## src/rtl/multi_ch_clock_divider.sv

```systemverilog
// multi_ch_clock_divider: N-channel programmable tick / square-wave divider.
// Ports: clk, reset (async high), ch_en, sync_restart, cfg_valid/cfg_ready/cfg_ch/cfg_div, tick, clk_out, pending.
module multi_ch_clock_divider #(
  parameter int          N_CH    = 4,
  parameter int          CNT_W   = 24,
  parameter int          CH_W    = 2,
  parameter int unsigned DEF_DIV = 5000000
) (
  input  logic              clk,
  input  logic              reset,
  input  logic [N_CH-1:0]   ch_en,
  input  logic              sync_restart,
  input  logic              cfg_valid,
  output logic              cfg_ready,
  input  logic [CH_W-1:0]   cfg_ch,
  input  logic [CNT_W-1:0]  cfg_div,
  output logic [N_CH-1:0]   tick,
  output logic [N_CH-1:0]   clk_out,
  output logic [N_CH-1:0]   pending
);

  localparam int NP = 1 << CH_W;

  logic [CNT_W-1:0] cnt    [N_CH];
  logic [CNT_W-1:0] div    [N_CH];
  logic [CNT_W-1:0] shadow [N_CH];

  logic [N_CH-1:0] run;
  logic [N_CH-1:0] tc;
  logic [N_CH-1:0] wr_hit;
  logic [NP-1:0]   pend_pad;

  // Unused channel indices always look ready so a stray write is dropped
  // instead of stalling the writer.
  always_comb begin
    pend_pad = '0;
    pend_pad[N_CH-1:0] = pending;
    cfg_ready = (32'(cfg_ch) >= N_CH) | ~pend_pad[cfg_ch];
    for (int i = 0; i < N_CH; i++) begin
      run[i]    = ch_en[i] & (div[i] != '0);
      tc[i]     = run[i] & (cnt[i] == div[i] - CNT_W'(1));
      wr_hit[i] = cfg_valid & ~pending[i] & (32'(cfg_ch) == i);
    end
  end

  always_ff @(posedge clk or posedge reset) begin
    if (reset) begin
      for (int i = 0; i < N_CH; i++) begin
        cnt[i]     <= '0;
        div[i]     <= CNT_W'(DEF_DIV);
        shadow[i]  <= '0;
        tick[i]    <= 1'b0;
        clk_out[i] <= 1'b0;
        pending[i] <= 1'b0;
      end
    end else begin
      for (int i = 0; i < N_CH; i++) begin
        if (sync_restart) begin
          // A same-cycle write beats the older shadow value.
          cnt[i]     <= '0;
          tick[i]    <= 1'b0;
          clk_out[i] <= 1'b0;
          pending[i] <= 1'b0;
          if (wr_hit[i])
            div[i] <= cfg_div;
          else if (pending[i])
            div[i] <= shadow[i];
        end else if (!run[i]) begin
          // Idle channel: no period boundary to wait for.
          cnt[i]     <= '0;
          tick[i]    <= 1'b0;
          clk_out[i] <= 1'b0;
          if (wr_hit[i]) begin
            div[i] <= cfg_div;
          end else if (pending[i]) begin
            div[i]     <= shadow[i];
            pending[i] <= 1'b0;
          end
        end else begin
          if (tc[i]) begin
            cnt[i]     <= '0;
            tick[i]    <= 1'b1;
            clk_out[i] <= ~clk_out[i];
            if (pending[i]) begin
              div[i]     <= shadow[i];
              pending[i] <= 1'b0;
            end
          end else begin
            cnt[i]  <= cnt[i] + CNT_W'(1);
            tick[i] <= 1'b0;
          end
          // wr_hit implies no shadow outstanding, so this never
          // collides with the apply above.
          if (wr_hit[i]) begin
            shadow[i]  <= cfg_div;
            pending[i] <= 1'b1;
          end
        end
      end
    end
  end

endmodule
```

## config.mk

```make
export PLATFORM = sky130hd
export DESIGN_NAME = multi_ch_clock_divider
export DESIGN_NICKNAME = d
export VERILOG_FILES = /design/src/rtl/multi_ch_clock_divider.sv
export SDC_FILE = /design/constraint.sdc
export NUM_CORES = 1
export LEC_CHECK = 0
export CAP_MARGIN = 20
export CORE_ASPECT_RATIO = 0.75
export CORE_MARGIN = 4
export CORE_UTILIZATION = 50
export DETAILED_ROUTE_END_ITERATION = 12
export GPL_TIMING_DRIVEN = 0
export PLACE_DENSITY_LB_ADDON = 0.25
export SLEW_MARGIN = 10
export SYNTH_ARGS = -nofsm -noshare
export SYNTH_HDL_FRONTEND = slang
export SYNTH_SLANG_ARGS = --single-unit
export TNS_END_PERCENT = 1
```

## constraint.sdc

```tcl
create_clock -name clk -period 26.4 [get_ports clk]
set_input_delay 5.28 -clock clk [delete_from_list [all_inputs] [get_ports clk]]
set_output_delay 5.28 -clock clk [all_outputs]
set_load 0.05 [all_outputs]
```

* Word-level counts from Yosys, hierarchy flattened *
Index checks and enable logic that the tools add are counted.

word-level totals
  word-level logic and storage cells = 166
  bits of input ports = 34
  register bits after elaboration = 300

operators by class
  mux-type cells = 78
  bitwise gates (word level) = 26
  $add $sub $neg = 8
  reduce and logical (&&, ||, !) cells = 13
  equality and inequality tests = 19
  magnitude comparators = 1

operators by type and width
  kind                                                        number
  2-to-1 mux 24 bit                                           32
  adder 24 x 1 -> 24 bit, second input constant               4
  == test 24 bit                                              4
  nonzero test 24 bit                                         4
  subtractor 24 x 1 -> 24 bit, second input constant          4
  2-to-1 mux 1 bit                                            45
  bitwise AND 1 bit                                           16
  != test 4 x 2 -> 1 bit, second input constant               4
  != test 3 x 2 -> 1 bit, second input constant               4
  != test 3 bit, second input constant                        4
  AND reduction 3 bit                                         4
  inverter 1 bit                                              10
  AND reduction 2 bit                                         4
  == test 2 bit, second input constant                        2
  less-than comparator 2 x 3 -> 1 bit, second input constant  1
  binary-select mux 1 bit (select 2 bit)                      1
  == test 2 x 1 -> 1 bit, second input constant               1
  logical NOT 2 bit                                           1

* Longest topological paths before layout *
Gate-level depths: netlist of run 1.

  depth after elaboration = 7
  depth in mapped cells = 13
  gate-level depth less buffers = 10

* Worst setup path after synthesis of run 1 *
OpenSTA, ideal clock, no wires.

  path kind = input to output
  from = input port cfg_ch[0]
  to = output port cfg_ready
  arrival time = 6.067 ns
  cell stages on the path = 2
  data required time = 21.120 ns
  slack = 15.053 ns
  cells stage by stage = mux4_2 > inv_1

on the way
  longest elaborated chain between the ends = 3

RTL lines
  item                                    RTL line  RTL
  start, declared                         15        input logic [CH_W-1:0] cfg_ch,
  binary-select mux 1 bit (select 2 bit)  38        cfg_ready = (32'(cfg_ch) >= N_CH) | ~pend_pad[cfg_ch];
  2-to-1 mux 1 bit (not written as such)  38
  inverter 1 bit                          38
  end, declared                           14        output logic cfg_ready,

Every way passes these cells. The select of a mux whose other input is x is not followed.

* Final worst setup path of run 1 *
Same ends and word-level chain as after synthesis.

==> results of run 1 <==
## logic make-up (layout without fill, tap and decap cells)
kind of cell,after synthesis,count (layout),synth area share
AOI/OAI and AO/OA,316,316,0.153
xor gates and xnor gates,202,202,0.103
adders and majority gates,12,12,0.00866
buffers and inverters,142,247,0.0344
DFF,300,300,0.435
muxes,108,108,0.0702
and+or+nand+nor,641,641,0.196
## cell usage in the layout, fill, tap and decap left out, types with 29 or more instances in the layout
cell,n
nor3_1,42
dfstp_2,32
nand2_1,75
inv_1,29
clkdlybuf4s50_1,46
nor4_1,33
mux2_2,99
and3_1,30
nand4_1,32
clkbuf_1,84
xor2_1,98
nor2_1,212
o22ai_1,51
o22a_1,48
dfrtp_1,268
clkbuf_16,31
or2_2,32
o221a_2,52
xnor2_1,103
nand3_1,56
## cell type report
cell class / count / area (um2)
fillers: 2947 / 14300
multi-input cells: 1279 / 9200
flip-flops and latches: 300 / 7550
clock buffers: 45 / 908
well taps: 450 / 563
repair buffers: 49 / 543
plain buffers: 110 / 477
clock inverters: 11 / 188
inverters: 32 / 128
## per-layer routing
metal / vias to the layer above / global-route usage / part of all wire
li1: 6520 / - / -
met1: 7112 / 0.376 / 0.49
met2: 410 / 0.355 / 0.43
met3: 58 / 0.0441 / 0.065
met4: 0 / 0.0474 / 0.020
met5: - / 0 / 0
## through the flow
stage	std cells	utilization	worst slack, ps	total power (uW)
global placement	2217	0.542	9050	944
detailed placement	2220	0.545	13730	959
global route	2276	0.577	13700	1510
finish	2276	0.577	13740	1430
floorplan	1721	-	12880	861
CTS	2276	0.577	13720	1430
## how the worst max path moves through the flow
stage                     startpoint    endpoint  slack (ps)  cells past startpoint
after global placement         reset     cnt[31]        9050                      2
final                      cfg_ch[0]   cfg_ready       13740                      4
after detailed placement   cfg_ch[0]   cfg_ready       13730                      4
after global routing       cfg_ch[0]   cfg_ready       13700                      4
after floorplan                reset  clk_out[0]       12880                      1
after CTS                  cfg_ch[0]   cfg_ready       13720                      4
## Yosys cell counts, types with 9 or more instances
| master | number |
|---|---|
| nand4_1 | 32 |
| or4_1 | 23 |
| and3_1 | 30 |
| a31oi_1 | 9 |
| nand2b_1 | 11 |
| nor4_1 | 33 |
| o221a_2 | 52 |
| xnor2_1 | 103 |
| o221a_1 | 20 |
| ha_1 | 12 |
| nand2_1 | 75 |
| or3_1 | 11 |
| inv_1 | 30 |
| mux2_2 | 99 |
| dfrtp_1 | 268 |
| nor2_1 | 212 |
| o22a_1 | 48 |
| clkbuf_1 | 78 |
| nor2b_1 | 12 |
| a2bb2oi_1 | 24 |
| xor2_1 | 98 |
| or2_2 | 32 |
| nor3_1 | 42 |
| dfstp_2 | 32 |
| o21ai_0 | 22 |
| a21oi_1 | 22 |
| nand3_1 | 56 |
| o22ai_1 | 51 |
| nand4b_1 | 9 |
| buf_2 | 20 |
## critical path: stages
cell and delay (ps):
clkdlybuf4s50_1 620, mux4_2 600, inv_1 80, clkdlybuf4s50_1 790
## flip-flops by register name, summed over array words and instances, names as in the netlist
name     count
cnt         96
div         96
shadow      96
clk_out      4
pending      4
tick         4
## power breakdown
part | internal [uW] | switching [uW] | leakage [uW]
Sequential | 542 | 74.6 | 0.00379
Clock | 286 | 187 | 0.000529
Combinational | 161 | 181 | 0.00329
Total | 989 | 443 | 0.00761
==> out/qor.txt, run 1 <==
Max_cap viols: 0
Startpoint types: input pin
Pwr/cell area: 73.2 nW/um2
DP Area: 18500 um2
Layout cells sized above 1: 0.177
Antenna Cells: 0
FP Rows: 58
Clock sinks: 300
Per-cell routed wire length: 20.2 um
Leak: 0.00761 uW
Via count: 14100
Cells on Worst Hold Path: 1
Slew @ Worst Pin: 1080 ps
Pins Over Slew Limit: 0
Synth-to-Final Area Change: 12.7%
Final setup vio count: 0
Peak VDD IR: 0.0000429 V
Final min period: 12660 ps
Crit Path Class: input pin to primary output
Worst Path Max Fanout: 5
Post-Route Skew: 9.03 ps
Setup TNS: 0 ps
Die Width: 223 um
Fmax: 79.0 MHz
Starting Density: 0.512
Period utilisation layout: 0.479
Detailed-route wire length: 46.0 mm
Final nets: 1848
GRT Residual Overflow: 0
All-Layer GR Usage: 0.241
Seq/Total Area, Yosys: 0.435
Initial antenna violation count: 0
Worst-path clk slew: 60 ps
DR vias/cell: 6.20
CTS tree: yes
DR iter-0 viols: 1218
Placer Congestion: 0.934
Worst Setup End Kind: primary output
Synth Flop Type: dfrtp_1
Register bit count reported by yosys: 300
Clk buf depth: 3
ANT nets after route: 0
Slew Limit Headroom: 0.276
RSZ-0062 raised after global routing: false
Min-Delay Endpoint: clk_out[2]
Pin count of the biggest net entering global routing: 113
Core box area: 33900 um2
Vias in the first global route: 13600
FF-to-FF setup slack: 22260 ps
Top cells by area, synth: dfrtp_1 (39%), mux2_2 (6.4%), xnor2_1 (5.2%)
Worst EP required: 21120 ps
End of the worst register-to-register path: div[72]
Syn nets: 1767
Die area: 37800 um2
Post-route cell area: 19600 um2
Die H: 169 um
First-pass GRT wire length: 75.0 mm
Async S/R FF share, synth: 1.00
IO Port Bufs: 46
Cts repair resizes: 0
Total CTS buffers: 30
Reg2Reg Depth: 12
Worst r2r src: div[72]
Final HPWL DP: 33.4 mm
Hold_buf cts: 0
Synth cell types: 88
WHS: 502 ps
HP Start: clk_out[2]
Setup Buffers After CTS: 0
Hold crit path type: flop to flop
Area fraction of the dominant cell type after synthesis: 0.387
Post-synth EDFFs: 0
DRC errors left: 0
Final Hold Vio Count: 0
Mapped cell area: 17300 um2
Synth Instances: 1721
IO Pins: 47
Initial DRT Pass Iterations: 6
WP data arrival: 7380 ps
Clk Latency, worst-skew pair: 570 ps
Clk root buf: clkbuf_16
Synth warn: 0
Status: complete, no violations
Synth area leader: dfrtp_1
H-tree levels: 1
Synthesized area per cell: 10.1 um2
Power figures use the tool's default switching activity.
==> inputs of run 2 (changes only) <==
clock period = 11.3 ns   (was 26.4 ns; I/O delays follow)
==> results of run 2 <==
The final DEF is identical to that of run 1. Status: complete, no violations.
Among the figures that moved: setup slack after placement 13730 ps -> 4670 ps; setup slack after layout 13740 ps -> 4680 ps; register-to-register setup slack 22260 ps -> 7160 ps; total power 1430 uW -> 3340 uW; worst IR drop on VDD 0.0000429 V -> 0.000100 V
==> inputs of run 3 (changes only) <==
clock period = 6.7 ns   (was 11.3 ns; I/O delays follow)
==> out/qor.txt, run 3 (synthesis gave the netlist of run 1 again) <==
Via count: 13900
Sw Share: 0.313
Layout cells sized above 1: 0.183
CP most frequent cell: clkdlybuf4s50_1
Final Hold Vio Count: 0
Sequential share of power: 0.432
Period utilisation layout: 0.712
Clk pwr share: 0.327
Final Power: 5620 uW
Cts repair resizes: 0
Core box area: 33900 um2
Initial antenna violation count: 0
Leak: 0.00766 uW
End of the worst register-to-register path: cnt[20]
CTS tree: yes
IO Pins: 47
Placed Cells: 2226
Die area: 37800 um2
Min-Delay Endpoint: clk_out[2]
Worst EP required: 5360 ps
Final HPWL DP: 33.8 mm
Pins Over Slew Limit: 0
Placer Congestion: 0.925
Starting Density: 0.512
Worst path buffer plus inverter count: 3
FF-to-FF setup slack: 2500 ps
Layout Cells excl Fill: 2284
Switch Pwr: 1760 uW
Post-Route Skew: 22.0 ps
Cell chain of the critical path: clkdlybuf4s50_1 > mux4_2 > inv_1 > clkdlybuf4s50_1
Fmax: 210 MHz
Cells on Worst Hold Path: 1
Final setup vio count: 0
DRC errors left: 0
Final nets: 1855
Hold crit path type: flop to flop
Setup Buffers After CTS: 0
Peak VDD IR: 0.000209 V
Clk root buf: clkbuf_16
Most frequent cells in the layout: dfrtp_1 (268), nor2_1 (212), xnor2_1 (103), mux2_2 (99), xor2_1 (98)
Die H: 169 um
Crit-path leading delay family: buffers and inverters
Vias in the first global route: 13700
CP max-delay cell: clkdlybuf4s50_1
Top flop regs: cnt: 96 flops, div: 96 flops, shadow: 96 flops
Combinational Power Share: 0.241
Slew @ Worst Pin: 1090 ps
Status: complete, no violations
Slew Limit Headroom: 0.268
Clock sinks: 300
IO Port Bufs: 46
Pin count of the biggest net entering global routing: 37
Worst Path Max Fanout: 5
Synth-to-Final Area Change: 13.3%
DR vias/cell: 6.10
Max_cap viols: 0
Detailed-route wire length: 46.3 mm
Clk Latency, worst-skew pair: 580 ps
Worst-path clk slew: 70 ps
DR iter-0 viols: 1173
Total CTS buffers: 31
Antenna Cells: 0
Clk buf depth: 3
Final min period: 4770 ps
FP Rows: 58
Critical path's largest stage delay: 790 ps
Crit Path Class: input pin to primary output
H-tree levels: 1
WHS: 494 ps
HP Start: clk_out[2]
Per-cell routed wire length: 20.3 um
Die Width: 223 um
Most common cell after layout, fill and taps aside: dfrtp_1
Worst r2r src: div[0]
Initial DRT Pass Iterations: 7
First-pass GRT wire length: 75.3 mm
All-Layer GR Usage: 0.243
Hold_buf cts: 0
WP data arrival: 3430 ps
Int Power: 3860 uW
Worst Setup End Kind: primary output
Reg2Reg Depth: 13
ANT nets after route: 0
Pwr/cell area: 286 nW/um2
GRT Residual Overflow: 0
RSZ-0062 raised after global routing: false
Startpoint types: input pin
-- run 3: metrics by stage --
| stage | utilization | area (um2) | setup WS (ps) | setup TNS, ps |
|---|---|---|---|---|
| global placement | 0.542 | 18400 | -787 | -205170 |
| CTS | 0.580 | 19700 | 1900 | 0 |
| floorplan | - | 17300 | 1400 | 0 |
| detailed placement | 0.548 | 18600 | 1900 | 0 |
| finish | 0.580 | 19700 | 1930 | 0 |
| global route | 0.580 | 19700 | 1870 | 0 |
-- run 3: worst max path at each step --
stage	depth (start not counted)	end	startpoint
floorplan	1	clk_out[0]	reset
finish	4	cfg_ready	cfg_ch[0]
CTS	4	cfg_ready	cfg_ch[0]
global placement	2	cnt[19]	reset
global route	4	cfg_ready	cfg_ch[0]
detailed placement	4	cfg_ready	cfg_ch[0]
-- run 3: power by group through the flow --
stage	Combinational (uW)	Clock (uW)	Sequential, uW
3_5_place_dp	1330	0	2450
4_1_cts	1340	1880	2420
2_1_floorplan	1040	0	2360
6_report	1360	1840	2430
5_1_grt	1490	1960	2470
3_3_place_gp	1280	0	2440
-- run 3: final cells by class --
type / count / area, um2
Fill cell: 2900 / 14200
Multi-Input combinational cell: 1279 / 9200
Sequential cell: 300 / 7550
Clock buffer: 44 / 935
Timing Repair Buffer: 55 / 648
Tap cell: 450 / 563
Buffer: 110 / 477
Clock inverter: 14 / 160
Inverter: 32 / 124
-- run 3: metal layers --
layer / vias up / wire length, um / track usage / part of all wire
li1: 6527 / - / - / -
met4: 0 / 643 / 0.0402 / 0.014
met5: - / 0 / 0 / 0
met3: 48 / 3000 / 0.0469 / 0.065
met2: 387 / 19900 / 0.362 / 0.43
met1: 6960 / 22800 / 0.376 / 0.49
